**config.mk**
```make
export PLATFORM = sky130hd
export DESIGN_NAME = vera_video_timing_flat
export DESIGN_NICKNAME = d
export VERILOG_FILES = /design/src/rtl/vera_video_timing_if.sv /design/src/rtl/vera_video_timing.sv /design/src/flat_wrapper.sv
export SDC_FILE = /design/constraint.sdc
export NUM_CORES = 1
export LEC_CHECK = 0
export ABC_CLOCK_PERIOD_IN_PS = 2500
export CORE_ASPECT_RATIO = 0.8
export CORE_MARGIN = 1
export CORE_UTILIZATION = 40
export CTS_CLUSTER_SIZE = 20
export DETAILED_ROUTE_END_ITERATION = 8
export PLACE_DENSITY = 0.71
export SLEW_MARGIN = 40
export SYNTH_ARGS = -nofsm -noshare
export SYNTH_HDL_FRONTEND = slang
export SYNTH_SLANG_ARGS = --single-unit
export TNS_END_PERCENT = 20
```
**constraint.sdc**
```tcl
create_clock -name clk -period 2.5 [get_ports clk]
set_input_delay 0.75 -clock clk [delete_from_list [all_inputs] [get_ports clk]]
set_output_delay 0.75 -clock clk [all_outputs]
set_load 0.005 [all_outputs]
```
**src/rtl/vera_video_timing_if.sv**
```systemverilog
// rtl/vera_video_timing_if.sv - raster timing bundle between the timing generator and the renderer
interface vera_video_timing_if;
    logic       scandouble;
    logic       ce_pix;
    logic       HBlank;
    logic       HSync;
    logic       VBlank;
    logic       VSync;
    logic [9:0] x;
    logic [9:0] y;
    logic       line_start;
    logic       frame_start;
    logic       mode;

    modport master (
        input  scandouble,
        output ce_pix, HBlank, HSync, VBlank, VSync, x, y, line_start, frame_start, mode
    );

    modport slave (
        output scandouble,
        input  ce_pix, HBlank, HSync, VBlank, VSync, x, y, line_start, frame_start, mode
    );
endinterface

```
**src/rtl/vera_video_timing.sv**
```systemverilog
// rtl/vera_video_timing.sv - VGA 480p / 15 kHz 240p raster timing generator for the VERA renderer
module vera_video_timing #(
    parameter int CE_DIV          = 4,
    parameter int H_TOTAL         = 800,
    parameter int H_ACTIVE        = 640,
    parameter int HSYNC_START     = 656,
    parameter int HSYNC_END       = 751,
    parameter int VGA_V_TOTAL     = 525,
    parameter int VGA_V_ACTIVE    = 480,
    parameter int VGA_VSYNC_START = 490,
    parameter int VGA_VSYNC_END   = 491,
    parameter int LO_V_TOTAL      = 262,
    parameter int LO_V_ACTIVE     = 240,
    parameter int LO_VSYNC_START  = 243,
    parameter int LO_VSYNC_END    = 245
) (
    input  logic                clk,
    input  logic                reset_n,
    vera_video_timing_if.master vt
);
    localparam int DIV_W = $clog2(2 * CE_DIV);

    localparam logic [DIV_W-1:0] DIV_LAST_VGA = DIV_W'(CE_DIV - 1);
    localparam logic [DIV_W-1:0] DIV_LAST_LO  = DIV_W'(2 * CE_DIV - 1);

    localparam logic [9:0] H_LAST      = 10'(H_TOTAL - 1);
    localparam logic [9:0] H_ACT       = 10'(H_ACTIVE);
    localparam logic [9:0] HS_START    = 10'(HSYNC_START);
    localparam logic [9:0] HS_END      = 10'(HSYNC_END);
    localparam logic [9:0] VGA_V_LAST  = 10'(VGA_V_TOTAL - 1);
    localparam logic [9:0] VGA_V_ACT   = 10'(VGA_V_ACTIVE);
    localparam logic [9:0] VGA_VS_START = 10'(VGA_VSYNC_START);
    localparam logic [9:0] VGA_VS_END  = 10'(VGA_VSYNC_END);
    localparam logic [9:0] LO_V_LAST   = 10'(LO_V_TOTAL - 1);
    localparam logic [9:0] LO_V_ACT    = 10'(LO_V_ACTIVE);
    localparam logic [9:0] LO_VS_START = 10'(LO_VSYNC_START);
    localparam logic [9:0] LO_VS_END   = 10'(LO_VSYNC_END);

    logic [DIV_W-1:0] div;
    logic [9:0]       h;
    logic [9:0]       v;
    logic [9:0]       h_next;
    logic [9:0]       v_next;
    logic             mode_q;
    logic             mode_next;
    logic             ce_q;
    logic             hblank_q;
    logic             hsync_q;
    logic             vblank_q;
    logic             vsync_q;
    logic             line_start_q;
    logic             frame_start_q;
    logic             div_wrap;
    logic             h_wrap;
    logic             v_wrap;
    logic             vblank_next;
    logic             vsync_next;

    assign div_wrap = (div == (mode_q ? DIV_LAST_VGA : DIV_LAST_LO));
    assign h_wrap   = (h == H_LAST);
    assign v_wrap   = (v == (mode_q ? VGA_V_LAST : LO_V_LAST));

    // Position advances on the edge after the ce_pix pulse, so the pulse always sees a stable pixel.
    always_comb begin
        h_next    = h;
        v_next    = v;
        mode_next = mode_q;
        if (ce_q) begin
            if (h_wrap) begin
                h_next = 10'd0;
                if (v_wrap) begin
                    v_next    = 10'd0;
                    mode_next = vt.scandouble;
                end else begin
                    v_next = v + 10'd1;
                end
            end else begin
                h_next = h + 10'd1;
            end
        end
    end

    // Vertical decode follows the mode of the frame being entered, not the one being left.
    always_comb begin
        vblank_next = 1'b0;
        vsync_next  = 1'b0;
        if (mode_next) begin
            vblank_next = (v_next >= VGA_V_ACT);
            vsync_next  = (v_next >= VGA_VS_START) && (v_next <= VGA_VS_END);
        end else begin
            vblank_next = (v_next >= LO_V_ACT);
            vsync_next  = (v_next >= LO_VS_START) && (v_next <= LO_VS_END);
        end
    end

    always_ff @(posedge clk or negedge reset_n) begin
        if (!reset_n) begin
            div           <= '0;
            ce_q          <= 1'b0;
            h             <= 10'd0;
            v             <= 10'd0;
            mode_q        <= 1'b1;
            hblank_q      <= 1'b0;
            hsync_q       <= 1'b0;
            vblank_q      <= 1'b0;
            vsync_q       <= 1'b0;
            line_start_q  <= 1'b1;
            frame_start_q <= 1'b1;
        end else begin
            div           <= div_wrap ? '0 : div + DIV_W'(1);
            ce_q          <= div_wrap;
            h             <= h_next;
            v             <= v_next;
            mode_q        <= mode_next;
            hblank_q      <= (h_next >= H_ACT);
            hsync_q       <= (h_next >= HS_START) && (h_next <= HS_END);
            vblank_q      <= vblank_next;
            vsync_q       <= vsync_next;
            line_start_q  <= (h_next == 10'd0);
            frame_start_q <= (h_next == 10'd0) && (v_next == 10'd0);
        end
    end

    assign vt.ce_pix      = ce_q;
    assign vt.HBlank      = hblank_q;
    assign vt.HSync       = hsync_q;
    assign vt.VBlank      = vblank_q;
    assign vt.VSync       = vsync_q;
    assign vt.x           = h;
    assign vt.y           = v;
    assign vt.line_start  = line_start_q;
    assign vt.frame_start = frame_start_q;
    assign vt.mode        = mode_q;
endmodule

```
**src/flat_wrapper.sv**
```systemverilog
// flat-port wrapper written by rule: the top's interface ports become plain ports
module vera_video_timing_flat 
#(
    parameter int CE_DIV          = 4,
    parameter int H_TOTAL         = 800,
    parameter int H_ACTIVE        = 640,
    parameter int HSYNC_START     = 656,
    parameter int HSYNC_END       = 751,
    parameter int VGA_V_TOTAL     = 525,
    parameter int VGA_V_ACTIVE    = 480,
    parameter int VGA_VSYNC_START = 490,
    parameter int VGA_VSYNC_END   = 491,
    parameter int LO_V_TOTAL      = 262,
    parameter int LO_V_ACTIVE     = 240,
    parameter int LO_VSYNC_START  = 243,
    parameter int LO_VSYNC_END    = 245
)
  (clk, reset_n, vt_scandouble, vt_ce_pix, vt_HBlank, vt_HSync, vt_VBlank, vt_VSync, vt_x, vt_y, vt_line_start, vt_frame_start, vt_mode);
  vera_video_timing_if vt_i ();
  input  logic clk;
  input  logic reset_n;
  input wire logic [$bits(vt_i.scandouble)-1:0] vt_scandouble;
  output wire logic [$bits(vt_i.ce_pix)-1:0] vt_ce_pix;
  output wire logic [$bits(vt_i.HBlank)-1:0] vt_HBlank;
  output wire logic [$bits(vt_i.HSync)-1:0] vt_HSync;
  output wire logic [$bits(vt_i.VBlank)-1:0] vt_VBlank;
  output wire logic [$bits(vt_i.VSync)-1:0] vt_VSync;
  output wire logic [$bits(vt_i.x)-1:0] vt_x;
  output wire logic [$bits(vt_i.y)-1:0] vt_y;
  output wire logic [$bits(vt_i.line_start)-1:0] vt_line_start;
  output wire logic [$bits(vt_i.frame_start)-1:0] vt_frame_start;
  output wire logic [$bits(vt_i.mode)-1:0] vt_mode;
  assign vt_i.scandouble = vt_scandouble;
  assign vt_ce_pix = vt_i.ce_pix;
  assign vt_HBlank = vt_i.HBlank;
  assign vt_HSync = vt_i.HSync;
  assign vt_VBlank = vt_i.VBlank;
  assign vt_VSync = vt_i.VSync;
  assign vt_x = vt_i.x;
  assign vt_y = vt_i.y;
  assign vt_line_start = vt_i.line_start;
  assign vt_frame_start = vt_i.frame_start;
  assign vt_mode = vt_i.mode;
  vera_video_timing #(.CE_DIV(CE_DIV), .H_TOTAL(H_TOTAL), .H_ACTIVE(H_ACTIVE), .HSYNC_START(HSYNC_START), .HSYNC_END(HSYNC_END), .VGA_V_TOTAL(VGA_V_TOTAL), .VGA_V_ACTIVE(VGA_V_ACTIVE), .VGA_VSYNC_START(VGA_VSYNC_START), .VGA_VSYNC_END(VGA_VSYNC_END), .LO_V_TOTAL(LO_V_TOTAL), .LO_V_ACTIVE(LO_V_ACTIVE), .LO_VSYNC_START(LO_VSYNC_START), .LO_VSYNC_END(LO_VSYNC_END)) u_core (.clk(clk), .reset_n(reset_n), .vt(vt_i));
endmodule
```
# [Yosys cells after proc, flatten, opt, wreduce, memory -nomap -nowiden]
# Index checks and enable logic that the tools add are counted.
[op_classes] div_mod_pow=0 addsub=3 muxes=13 magnitude_cmp=9 n_reduce_logical=6 mul=0 shifts=0 bitwise=0 n_eq_ne=3
[ops] operator="$mux W10" n=6
[ops] operator="$add A10 B1 Y10 const B" n=2
[ops] operator="$ge A10 B10 Y1 const B" n=2
[ops] operator="$ge A10 B8 Y1 const B" n=2
[ops] operator="$ge A10 B9 Y1 const B" n=2
[ops] operator="$logic_not A10 Y1" n=2
[ops] operator="$eq A10 B10 Y1" n=1
[ops] operator="$eq A10 B10 Y1 const B" n=1
[ops] operator="$le A10 B10 Y1 const B" n=1
[ops] operator="$le A10 B8 Y1 const B" n=1
[ops] operator="$le A10 B9 Y1 const B" n=1
[ops] operator="$mux W3" n=2
[ops] operator="$mux W1" n=5
[ops] operator="$logic_and A1 B1 Y1" n=4
[ops] operator="$add A3 B1 Y3 const B" n=1
[ops] operator="$eq A3 B3 Y1" n=1
[totals] rom_bits=0 ram_bits=0 latch_bits=0 wordCells=45 ff_bits=31 mem_count=0

# [Depth between registers and ports, before layout]
# Gate-level depths: netlist of run 1.
[depth] word_depth=8 ltp_mapped=9 mapped_depth_nobuf=8

# [Worst setup path after synthesis of run 1]
# OpenSTA, ideal clock, no wires.
[synth_path] path_type="register -> register" start="register u_core.h[5], in the netlist u_core.vt.x[5]" end="register u_core.vblank_q, in the netlist u_core.vt.VBlank" path_slack_ps=117 path_buffers=2 required_ps=2360 synth_period_minus_slack_ps=2383 path_stages_with_launch=9 arrival_ps=2243 path_cell_list="dfrtp_1 buf_6 or3b_4 or3_1 buf_6 o31a_1 or2_4 a31oi_1 o221ai_1"
[synth_via] elab_chain_cells=5 elab_cells_between_ends=8
[synth_rtl] item="from (decl)" line_no="vera_video_timing.sv:40" rtl="logic [9:0] h;"
[synth_rtl] item="from (signal assigned)" line_no="vera_video_timing.sv:112" rtl="h <= h_next;"
[synth_rtl] item="$eq A10 B10 Y1 *" line_no="vera_video_timing.sv:60" rtl="assign h_wrap = (h == H_LAST);"
[synth_rtl] item="$mux W10 *" line_no="vera_video_timing.sv:69" rtl="if (h_wrap) begin"
[synth_rtl] item="$mux W10 *" line_no="vera_video_timing.sv:68" rtl="if (ce_q) begin"
[synth_rtl] item="via u_core.v_next[7]" line_no="vera_video_timing.sv:43" rtl="logic [9:0] v_next;"
[synth_rtl] item="$ge A10 B8 Y1 or $ge A10 B9 Y1 (tied branches)" line_no="vera_video_timing.sv:91, vera_video_timing.sv:88"
[synth_rtl] item="$mux W1 *" line_no="vera_video_timing.sv:87" rtl="if (mode_next) begin"
[synth_rtl] item="via u_core.vblank_next" line_no="vera_video_timing.sv:56" rtl="logic vblank_next;"
[synth_rtl] item="to (signal assigned)" line_no="vera_video_timing.sv:117" rtl="vblank_q <= vblank_next;"
[synth_rtl] item="to (decl)" line_no="vera_video_timing.sv:49" rtl="logic vblank_q;"
# Mark *: on every way through the listed nets, which the timed path passes. The rest lies on a longest branch.

# [Worst setup path in the final report of run 1]
[layout_path] start="register u_core.h[0], in the netlist u_core.vt.x[0]" end="register u_core.vblank_q, in the netlist u_core.vt.VBlank"
# Same word-level chain as after synthesis.

==> out/qor.log, run 1 <==
[status] result of the run finished clean
[place] Cell Area, Placed 2260 um^2
[timing] measured slew at the worst slew-check pin 0.483 ns
[floorplan] horizontal die dimension 77.9 um
[yosys] post-synth top area share 38.0%
[yosys] synthesized flop and latch total 31
[detailed_routing] highest metal used met4
[floorplan] number of top-level pins 31
[timing] final critical-path required period 2.36 ns
[setup_path] worst reg2reg startpoint u_core.vt.x[0]
[clock_network] H-Tree Level Count 2
[place] count of placed standard cells including taps 286
[clock_network] post-cts sizing count 0
[yosys] Yosys top cell by area dfrtp_1
[setup_path] Worst Path Max Fanout 9
[global_routing] first-pass GRT wire length 7040 um
[layout] most frequent cells in the layout clkdlybuf4s50_1, dfrtp_1, buf_4
[clock_network] Post-CTS Setup Inserts 0
[setup_path] start-to-end type of the worst setup path register to register
[setup_path] Worst Setup Start Kind register
[global_routing] via count of the first global-routing pass 1461
[detailed_routing] Metal-1 WL 2210 um
[timing] number of hold-slack violations in the final timing report 0
[floorplan] full die area 4880 um^2
[detailed_routing] met2 wire len 1850 um
[global_routing] global router's overall resource usage 18.8%
[detailed_routing] total DRC errors in the routed layout 0
[layout] count of nets after finishing 242
[floorplan] starting density of the core 42.7%
[clock_network] worst skew pair latency 0.28 ns
[yosys] synthesized area per cell 9.59 um^2
[detailed_routing] met3 routed WL 139 um
[yosys] register area share after synthesis 42.3%
[detailed_routing] average wire per standard cell 14.5 um
[clock_network] root buffer selected by CTS clkbuf_8
[timing] Highest Clock Rate 424 MHz
[timing] tightest slew margin relative to the limit 67.2%
[clock_network] total number of clock tree sinks 31
[setup_path] critical path required time 2.64 ns
[detailed_routing] vias post-DR 1586
[timing] RSZ-0062 raised after global routing true
[min_path] type of the most critical hold path register to register
[layout] final design utilization 55.7%
[setup_path] critical path depth in cells 7
[detailed_routing] DRC marker count from the first detailed-route iteration 82
[setup_path] worst setup slack for register-to-register paths 0.14 ns
[yosys] Synth Flop Type dfrtp_1
[setup_path] number of cells on the worst reg-to-reg path 7
[layout] filler-free cell count of the finished design 294
[job] Max-cap violations 0
[timing] Final Setup Violations 0
[setup_path] crit path capture type register
[setup_path] CP bufs+invs 0
[yosys] number of cells produced by synthesis 192
[global_routing] maximum number of pins on one net before global-route repair 32
[clock_network] clock transition at the registers of the reported paths 0.07 ns
[pwr] post-route total power 0.00102 W
[detailed_routing] DR pass1 iterations 4
[clock_network] Inserted Clock Buffers 5
[setup_path] Max stage delay on crit path 0.50 ns
[layout] final design area excluding fillers 2400 um^2
[layout] post-synthesis to final-layout area growth 30.4%
[min_path] startpoint of the lowest-slack hold path u_core.div[0]
[timing] share of the clock period used by the worst path after layout 94.2%
[yosys] summed instance area of the synthesized netlist 1840 um^2
[timing] Slew Viols, Final 0
[global_routing] GR Overflow Total 0
[yosys] Post-synth EDFFs 0
[floorplan] Placement Rows 21
[min_path] Min-Delay Path Depth 1
[setup_path] Max stage delay cell, worst path or3_4
[layout] most common cell after layout, fill and taps aside clkdlybuf4s50_1
[detailed_routing] Antenna Nets Post-Route 0
[yosys] Async SR Flop Fraction 100%
[clock_network] TritonCTS clock tree done
[place] number of buffers inserted by port buffering 30
[yosys] count of warnings emitted by yosys 0
[clock_network] hold bufs inserted after CTS 0
[place] final HPWL from detailed placement 3160 um
[yosys] top cells by area in the synthesized netlist dfrtp_1, dfstp_2, xnor2_1
[floorplan] core area 4310 um^2
[setup_path] arrival time at the worst endpoint 2.50 ns
[setup_path] worst flop-to-flop path endpoint u_core.vt.VBlank
[setup_path] dominant delay contributor by cell family on the critical path simple AND/OR/NAND/NOR gates
[setup_path] series of cell instances along the critical path ha_1 -> nand4_1 -> or3_4 -> o31a_1 -> or2_4 -> a31oi_1 -> o221ai_1
[layout] antenna fix cells 0
[pwr] Power per Cell Area 426 nW/um^2
[global_routing] number of antenna violations at the first check in global routing 0
[detailed_routing] vias per std cell 5.39
[clock_network] maximum clock path buffer count 2
[timing] Fin Clk Skew 0.00894 ns
[yosys] Post-Syn Nets 198
[floorplan] height of the chip 62.7 um
[min_path] Hold Crit Endpoint u_core.div[0]
[pwr] standby leakage power 1.03 nW
[layout] share of final-layout standard cells stronger than drive strength 1 18.1%
[detailed_routing] Detailed Route WL 4250 um
[pwr] Max IR drop VDD 0.000222 V
[place] global placement routability congestion 0.873
[yosys] Unique masters post-synth 50
-- worst max-delay path by stage --
stage                    from                    end  slack, ns
2_1_floorplan  u_core.vt.x[5]       u_core.vt.VBlank       0.12
3_3_place_gp   u_core.vt.x[0]       u_core.vt.VBlank       0.16
3_5_place_dp   u_core.vt.x[0]       u_core.vt.VBlank       0.12
4_1_cts        u_core.vt.x[0]  u_core.vt.frame_start        0.1
5_1_grt        u_core.vt.x[0]        u_core.vt.VSync     -0.002
6_report       u_core.vt.x[0]       u_core.vt.VBlank       0.14
-- registers in the layout (all words and copies together) (netlist names) --
| signal | cells |
|---|---|
| u_core.div | 3 |
| u_core.vt.HBlank | 1 |
| u_core.vt.HSync | 1 |
| u_core.vt.VBlank | 1 |
| u_core.vt.VSync | 1 |
| u_core.vt.ce_pix | 1 |
| u_core.vt.frame_start | 1 |
| u_core.vt.line_start | 1 |
| u_core.vt.mode | 1 |
| u_core.vt.x | 10 |
| u_core.vt.y | 10 |
-- cells by family after synthesis --
logic type	Yosys count	share of synthesized area, %
AND/OR/NAND/NOR	87	27.2
AO/OA/AOI/OAI	33	13.2
flip-flops	31	42.3
buffers and inverters	21	6.66
XOR/XNOR	12	5.71
multiplexers	5	2.79
adder cells (fa/ha/maj)	3	2.04
-- cells in the mapped netlist (4+ instances only) --
master	n
nor4_1	4
xor2_1	4
xnor2_1	8
and4_1	4
and2_1	4
nand2_1	15
mux2i_1	4
dfrtp_1	28
nand3_1	13
nor3_1	4
inv_1	12
nand4_1	8
a21oi_1	8
nor2_1	15
buf_6	5
-- per-stage QoR --
step / TNS, ns / worst slack (ns) / hold WS (ns)
3_3_place_gp: 0 / 0.164 / 0.423
3_5_place_dp: 0 / 0.118 / 0.432
6_report: 0 / 0.144 / 0.436
4_1_cts: 0 / 0.0996 / 0.441
5_1_grt: -0.00307 / -0.00186 / 0.457
2_1_floorplan: 0 / 0.117 / 0.408
-- metal layers --
metal,global-route usage (%),vias to the layer above
met3,4.53,6
met1,28.1,753
li1,-,789
met5,0,-
met4,6.84,0
met2,26.0,38
-- layout make-up --
| class | count | area [um^2] |
|---|---|---|
| sequential | 31 | 779 |
| fill | 376 | 1910 |
| timing repair buffer | 46 | 420 |
| clock inverter | 2 | 35.0 |
| inverter | 12 | 45.0 |
| tap | 57 | 71.3 |
| multi-input combinational | 140 | 968 |
| clock buffer | 6 | 82.6 |
-- power breakdown --
part           internal, W  switching [W]  total [W]
registers         0.000502              0   0.000502
clock network     0.000322       0.000186   0.000508
logic           0.00000386     0.00000979  0.0000136
(Power assumes the default switching activity.)
==> inputs of run 2 (changes only) <==
ABC_CLOCK_PERIOD_IN_PS = 2300   (was 2500)
CTS_BUF_LIST = sky130_fd_sc_hd__clkbuf_4 sky130_fd_sc_hd__clkbuf_8 sky130_fd_sc_hd__clkbuf_16   (was not set)
PLACE_DENSITY = 0.69   (was 0.71)
clock period = 2.3 ns   (was 2.5 ns; I/O delays follow)
==> out/qor.log, run 2 (synthesized netlist as in run 1, its figures left out) <==
[clock_network] TritonCTS clock tree done
[timing] measured slew at the worst slew-check pin 0.577 ns [+0.0943 ns]
[layout] share of final-layout standard cells stronger than drive strength 1 22.5% [+4.3 points]
[detailed_routing] vias per std cell 5.44 [+0.80%]
[timing] Final Setup Violations 0 [unchanged]
[timing] Highest Clock Rate 442 MHz [+4.1%]
[setup_path] Worst Path Max Fanout 5 [-4]
[detailed_routing] total DRC errors in the routed layout 0 [unchanged]
[layout] most common cell after layout, fill and taps aside clkdlybuf4s50_1
[layout] number of filler instances in the final layout 377 [+0.27%]
[clock_network] hold bufs inserted after CTS 0 [unchanged]
[status] result of the run finished clean
[setup_path] arrival time at the worst endpoint 2.46 ns [-0.04 ns]
[detailed_routing] Antenna Nets Post-Route 0 [unchanged]
[setup_path] critical path required time 2.49 ns [-0.15 ns]
[pwr] fraction of power spent switching nets 18.7% [-0.39 points]
[floorplan] starting density of the core 42.7% [unchanged]
[detailed_routing] Detailed Route WL 4520 um [+6.2%]
[pwr] Max IR drop VDD 0.000447 V [+100%]
[timing] final critical-path required period 2.26 ns [-0.0926 ns]
[setup_path] series of cell instances along the critical path or3b_4 -> or3_4 -> o31a_1 -> nor4_2 -> nand4_1 -> nor4b_2
[layout] count of nets after finishing 254 [+5.0%]
[floorplan] Placement Rows 21 [unchanged]
[clock_network] total number of clock tree sinks 31 [unchanged]
[timing] tightest slew margin relative to the limit 60.4% [-6.8 points]
[place] final HPWL from detailed placement 3370 um [+6.8%]
[detailed_routing] vias post-DR 1664 [+4.9%]
[setup_path] Worst Setup Start Kind register
[setup_path] worst setup slack for register-to-register paths 0.04 ns [-0.11 ns]
[pwr] Power per Cell Area 443 nW/um^2 [+4.0%]
[setup_path] crit path capture type register
[place] number of buffers inserted by port buffering 30 [unchanged]
[clock_network] clock transition at the registers of the reported paths 0.06 ns [about the same]
[setup_path] CP bufs+invs 0 [unchanged]
[timing] number of hold-slack violations in the final timing report 0 [unchanged]
[min_path] type of the most critical hold path register to register
[global_routing] GR Overflow Total 0 [unchanged]
[global_routing] via count of the first global-routing pass 1527 [+4.5%]
[setup_path] start-to-end type of the worst setup path register to register
[setup_path] Max stage delay cell, worst path or3b_4
[layout] sequential cell area 779 um^2 [unchanged]
[pwr] part of the power in registers 49.3% [+0.3 points]
[global_routing] first-pass GRT wire length 7410 um [+5.3%]
[pwr] power dissipated by switching net loads 0.000207 W [+6.0%]
[layout] most frequent cells in the layout clkdlybuf4s50_1, dfrtp_1, buf_4
[timing] Slew Viols, Final 0 [unchanged]
[floorplan] full die area 4880 um^2 [unchanged]
[clock_network] worst skew pair latency 0.28 ns [about the same]
[timing] RSZ-0062 raised after global routing true
[detailed_routing] DRC marker count from the first detailed-route iteration 116 [+41%]
[floorplan] horizontal die dimension 77.9 um [unchanged]
[detailed_routing] DR pass1 iterations 4 [unchanged]
[clock_network] root buffer selected by CTS clkbuf_8
[pwr] internal power 0.000900 W [+8.7%]
[floorplan] core area 4310 um^2 [unchanged]
[floorplan] height of the chip 62.7 um [unchanged]
[clock_network] H-Tree Level Count 2 [unchanged]
[clock_network] Inserted Clock Buffers 5 [unchanged]
[setup_path] dominant delay contributor by cell family on the critical path simple AND/OR/NAND/NOR gates
[global_routing] number of antenna violations at the first check in global routing 0 [unchanged]
[timing] share of the clock period used by the worst path after layout 98.4% [+4.2 points]
[layout] final design utilization 58.0% [+2.3 points]
[global_routing] maximum number of pins on one net before global-route repair 32 [unchanged]
[layout] Multi-input gate area 983 um^2 [+1.6%]
[floorplan] number of top-level pins 31 [unchanged]
[layout] post-synthesis to final-layout area growth 35.7%
[setup_path] Max stage delay on crit path 0.44 ns [-0.06 ns]
[job] Max-cap violations 0 [unchanged]
[pwr] part of the power in the clock network 49.4% [-0.2 points]
[timing] Fin Clk Skew 0.00626 ns [-0.00267 ns]
[clock_network] maximum clock path buffer count 2 [unchanged]
[pwr] post-route total power 0.00111 W [+8.2%]
[timing] sum of negative setup slack 0 ns [unchanged]
[place] worst slack after detailed placement -0.0259 ns [-0.144 ns]
[layout] antenna fix cells 0 [unchanged]
[pwr] standby leakage power 1.08 nW [+5.4%]
[global_routing] global router's overall resource usage 19.7% [+0.92 points]
[timing] crit path setup slack, layout 0.0367 ns [-0.107 ns]
[place] global placement routability congestion 0.863 [-1.1%]
[pwr] part of the total power dissipated in combinational logic 1.4% [about the same]
[detailed_routing] average wire per standard cell 14.8 um [+2.0%]
run 2: power groups by stage:
stage	combinational [W]	clock, W	sequential [W]
global route	0.0000179	0.000593	0.000545
global placement	0.0000160	0	0.000555
finish	0.0000152	0.000546	0.000546
floorplan	0.0000000966	0	0.000556
CTS	0.0000163	0.000563	0.000545
detailed placement	0.0000162	0	0.000555
run 2: worst paths after layout:
check | startpoint | end | cells past startpoint
setup / recovery | u_core.vt.x[5] | u_core.vt.frame_start | 6
hold / removal | u_core.div[0] | u_core.div[0] | 1
setup reg to reg | u_core.vt.x[5] | u_core.vt.frame_start | 6
hold reg to reg | u_core.div[0] | u_core.div[0] | 1
max in group asynchronous | reset_n | u_core.vt.line_start | 2
min in group asynchronous | reset_n | u_core.vt.x[7] | 2
run 2: area by class of cell:
cell class                 instances  share of cell area (%)
clock buffer                       6                    3.30
clock inverter                     2                    1.40
inverter                          12                    1.80
multi-input combinational        141                    39.3
sequential                        31                    31.2
tap                               57                    2.85
timing repair buffer              57                    20.1
run 2: what timing repair did:
| action | CTS | global route |
|---|---|---|
| setup endpoints to repair | 3 | 3 |
| resized for setup | 1 | 4 |
| pin swaps | 0 | 3 |
| buffers inserted | 0 | 2 |
| cloned | 0 | 1 |
run 2: through the flow:
step                std cells  cell area (um^2)  hold slack, ns
global placement          295              2330           0.425
global route              306              2500           0.449
detailed placement        295              2330           0.425
floorplan                 192              1850           0.394
finish                    306              2500           0.430
CTS                       303              2460           0.435
run 2: layer usage:
metal | vias to the layer above | share of wire [%] | track usage (%) | wire length, um
li1 | 813 | - | - | -
met1 | 797 | 51 | 29.7 | 2310
met2 | 51 | 43 | 28.3 | 1950
met3 | 3 | 5.1 | 3.94 | 232
met4 | 0 | 0.53 | 5.66 | 24
met5 | - | 0 | 0 | 0
==> inputs of run 3 (changes only) <==
CORE_UTILIZATION = 52   (was 40)
PLACE_DENSITY = 0.78   (was 0.69)
REMOVE_ABC_BUFFERS = 1   (was not set)
==> out/qor.log, run 3 (synthesized netlist as in run 1, its figures left out) <==
[global_routing] number of antenna violations at the first check in global routing 0 [unchanged]
[timing] tightest slew margin relative to the limit 71.3% [+11 points]
[layout] antenna fix cells 0 [unchanged]
[setup_path] crit path capture type register
[place] number of buffers inserted by port buffering 30 [unchanged]
[detailed_routing] vias post-DR 1740 [+4.6%]
[clock_network] clock transition at the registers of the reported paths 0.06 ns [about the same]
[clock_network] H-Tree Level Count 2 [unchanged]
[detailed_routing] DRC marker count from the first detailed-route iteration 119 [+2.6%]
[detailed_routing] DR pass1 iterations 4 [unchanged]
[layout] final design area excluding fillers 2500 um^2 [unchanged]
[clock_network] root buffer selected by CTS clkbuf_8
[layout] share of final-layout standard cells stronger than drive strength 1 24.1% [+1.6 points]
[detailed_routing] Metal-1 WL 2100 um [-9.2%]
[layout] count of nets after finishing 254 [unchanged]
[timing] sum of negative setup slack 0 ns [unchanged]
[layout] most frequent cells in the layout clkdlybuf4s50_1, dfrtp_1, buf_4
[clock_network] worst skew pair latency 0.28 ns [about the same]
[floorplan] horizontal die dimension 68.5 um [-12%]
[floorplan] full die area 3790 um^2 [-22%]
[layout] post-synthesis to final-layout area growth 35.7% [unchanged]
[layout] filler-free cell count of the finished design 289 [-5.6%]
[floorplan] starting density of the core 57.2% [+14 points]
[detailed_routing] vias per std cell 6.02 [+11%]
[detailed_routing] Detailed Route WL 4980 um [+10%]
[clock_network] Inserted Clock Buffers 5 [unchanged]
[detailed_routing] total DRC errors in the routed layout 0 [unchanged]
[setup_path] critical path required time 2.47 ns [-0.02 ns]
[layout] number of filler instances in the final layout 224 [-41%]
[pwr] part of the total power dissipated in combinational logic 1.5% [about the same]
[setup_path] Max stage delay cell, worst path or3_4
[timing] RSZ-0062 raised after global routing true
[layout] final design utilization 77.6% [+20 points]
[detailed_routing] average wire per standard cell 17.2 um [+17%]
[layout] Multi-input gate area 1010 um^2 [+2.7%]
[setup_path] Worst Path Max Fanout 6 [+1]
[timing] Final Setup Violations 0 [unchanged]
[clock_network] total number of clock tree sinks 31 [unchanged]
[layout] sequential cell area 779 um^2 [unchanged]
[clock_network] TritonCTS clock tree done
[timing] Fin Clk Skew 0.00621 ns [-0.0000562 ns]
[pwr] part of the power in registers 55.1% [+5.8 points]
[detailed_routing] met2 wire len 2280 um [+17%]
[global_routing] global router's overall resource usage 28.5% [+8.8 points]
[timing] number of hold-slack violations in the final timing report 0 [unchanged]
[timing] measured slew at the worst slew-check pin 0.422 ns [-0.155 ns]
[setup_path] Worst Setup Start Kind register
[clock_network] maximum clock path buffer count 2 [unchanged]
[floorplan] height of the chip 55.2 um [-12%]
[min_path] type of the most critical hold path register to register
[place] global placement routability congestion 0.940 [+8.9%]
[pwr] standby leakage power 1.10 nW [+1.4%]
[job] Max-cap violations 0 [unchanged]
[pwr] part of the power in the clock network 43.4% [-6.0 points]
[timing] share of the clock period used by the worst path after layout 98.8% [+0.39 points]
[global_routing] first-pass GRT wire length 7800 um [+5.3%]
[detailed_routing] met3 routed WL 488 um [+110%]
[place] final HPWL from detailed placement 3580 um [+6.1%]
[pwr] fraction of power spent switching nets 20.7% [+1.9 points]
[clock_network] hold bufs inserted after CTS 0 [unchanged]
[global_routing] via count of the first global-routing pass 1584 [+3.7%]
[detailed_routing] Antenna Nets Post-Route 0 [unchanged]
[floorplan] number of top-level pins 31 [unchanged]
[pwr] Max IR drop VDD 0.000415 V [-7.2%]
[status] result of the run finished clean
[timing] Highest Clock Rate 440 MHz [-0.39%]
[setup_path] start-to-end type of the worst setup path register to register
[layout] most common cell after layout, fill and taps aside clkdlybuf4s50_1
[timing] Slew Viols, Final 0 [unchanged]
[global_routing] maximum number of pins on one net before global-route repair 32 [unchanged]
[place] Cell Area, Placed 2320 um^2 [-0.59%]
[timing] final critical-path required period 2.27 ns [+0.00887 ns]
[pwr] Power per Cell Area 396 nW/um^2 [-11%]
[pwr] power dissipated by switching net loads 0.000205 W [-1.3%]
[global_routing] GR Overflow Total 0 [unchanged]
[floorplan] core area 3220 um^2 [-25%]
[place] count of placed standard cells including taps 278 [-5.8%]
[detailed_routing] highest metal used met4
[pwr] internal power 0.000785 W [-13%]
[setup_path] series of cell instances along the critical path or3b_4 -> or3_4 -> o31a_1 -> a31oi_4 -> inv_1 -> nand4_1 -> a211oi_2
[setup_path] Max stage delay on crit path 0.42 ns [-0.02 ns]
[setup_path] arrival time at the worst endpoint 2.44 ns [-0.02 ns]
[floorplan] Placement Rows 18 [-14%]
-- run 3: changes by cell type in the layout (fill, tap and decap cells not counted), sizes merged --
| cell | change |
|---|---|
| clkbuf | +1 |
| buf | +1 |
| bufinv | -1 |
| or3 | -1 |
-- run 3: worst paths after layout --
path / slack (ns) / depth (start not counted) / endpoint / from
max in group asynchronous: 1.19 / 2 / u_core.vt.mode / reset_n
min in group asynchronous: 0.78 / 2 / u_core.vt.y[6] / reset_n
worst min register to register: 0.44 / 1 / u_core.div[0] / u_core.div[0]
worst max register to register: 0.03 / 7 / u_core.vt.VSync / u_core.vt.x[5]
worst max-delay path: 0.03 / 7 / u_core.vt.VSync / u_core.vt.x[5]
worst min-delay path: 0.44 / 1 / u_core.div[0] / u_core.div[0]
-- run 3: power by group through the flow --
stage,logic (W),clock network [W],registers (W)
2_1_floorplan,0.0000000966,0,0.000556
3_3_place_gp,0.0000152,0,0.000555
3_5_place_dp,0.0000155,0,0.000555
4_1_cts,0.0000156,0.000438,0.000546
5_1_grt,0.0000180,0.000464,0.000545
6_report,0.0000148,0.000429,0.000546
-- run 3: what timing repair did --
| item | 4_1_cts | 5_1_grt |
|---|---|---|
| endpoints found under the setup margin | 2 | 3 |
| setup buffers | 0 | 3 |
| cloned | 0 | 0 |
| gates resized for setup | 1 | 12 |
| pin swaps | 1 | 6 |
-- run 3: layout make-up --
class                      instances  share of cell area [%]
multi-input combinational        140                    40.4
sequential                        31                    31.2
timing repair buffer              58                    21.1
clock buffer                       7                    3.35
tap                               40                    2.00
inverter                          12                    1.80
clock inverter                     1                   0.200
-- run 3: routing by layer --
layer | track usage, % | up-vias
li1 | - | 812
met3 | 10.7 | 14
met2 | 39.1 | 95
met1 | 40.8 | 819
met4 | 9.23 | 0
met5 | 0 | -
-- run 3: critical path: cells and delay by family, from the launching register on --
family | cells | cell delay, ns
buffers and inverters | 1 | 0.15
AO/OA/AOI/OAI | 3 | 0.64
AND/OR/NAND/NOR | 3 | 0.98
flip-flops | 1 | 0.39
-- run 3: metrics by stage --
stage                     hold slack (ns)  total power (W)  worst slack [ns]
after detailed placement            0.433         0.000571           0.00501
final                               0.443         0.000990            0.0279
after global routing                0.462          0.00103           -0.0759
after CTS                           0.442         0.000999            0.0169
after global placement              0.418         0.000571            0.0965
after floorplan                     0.394         0.000556            -0.922
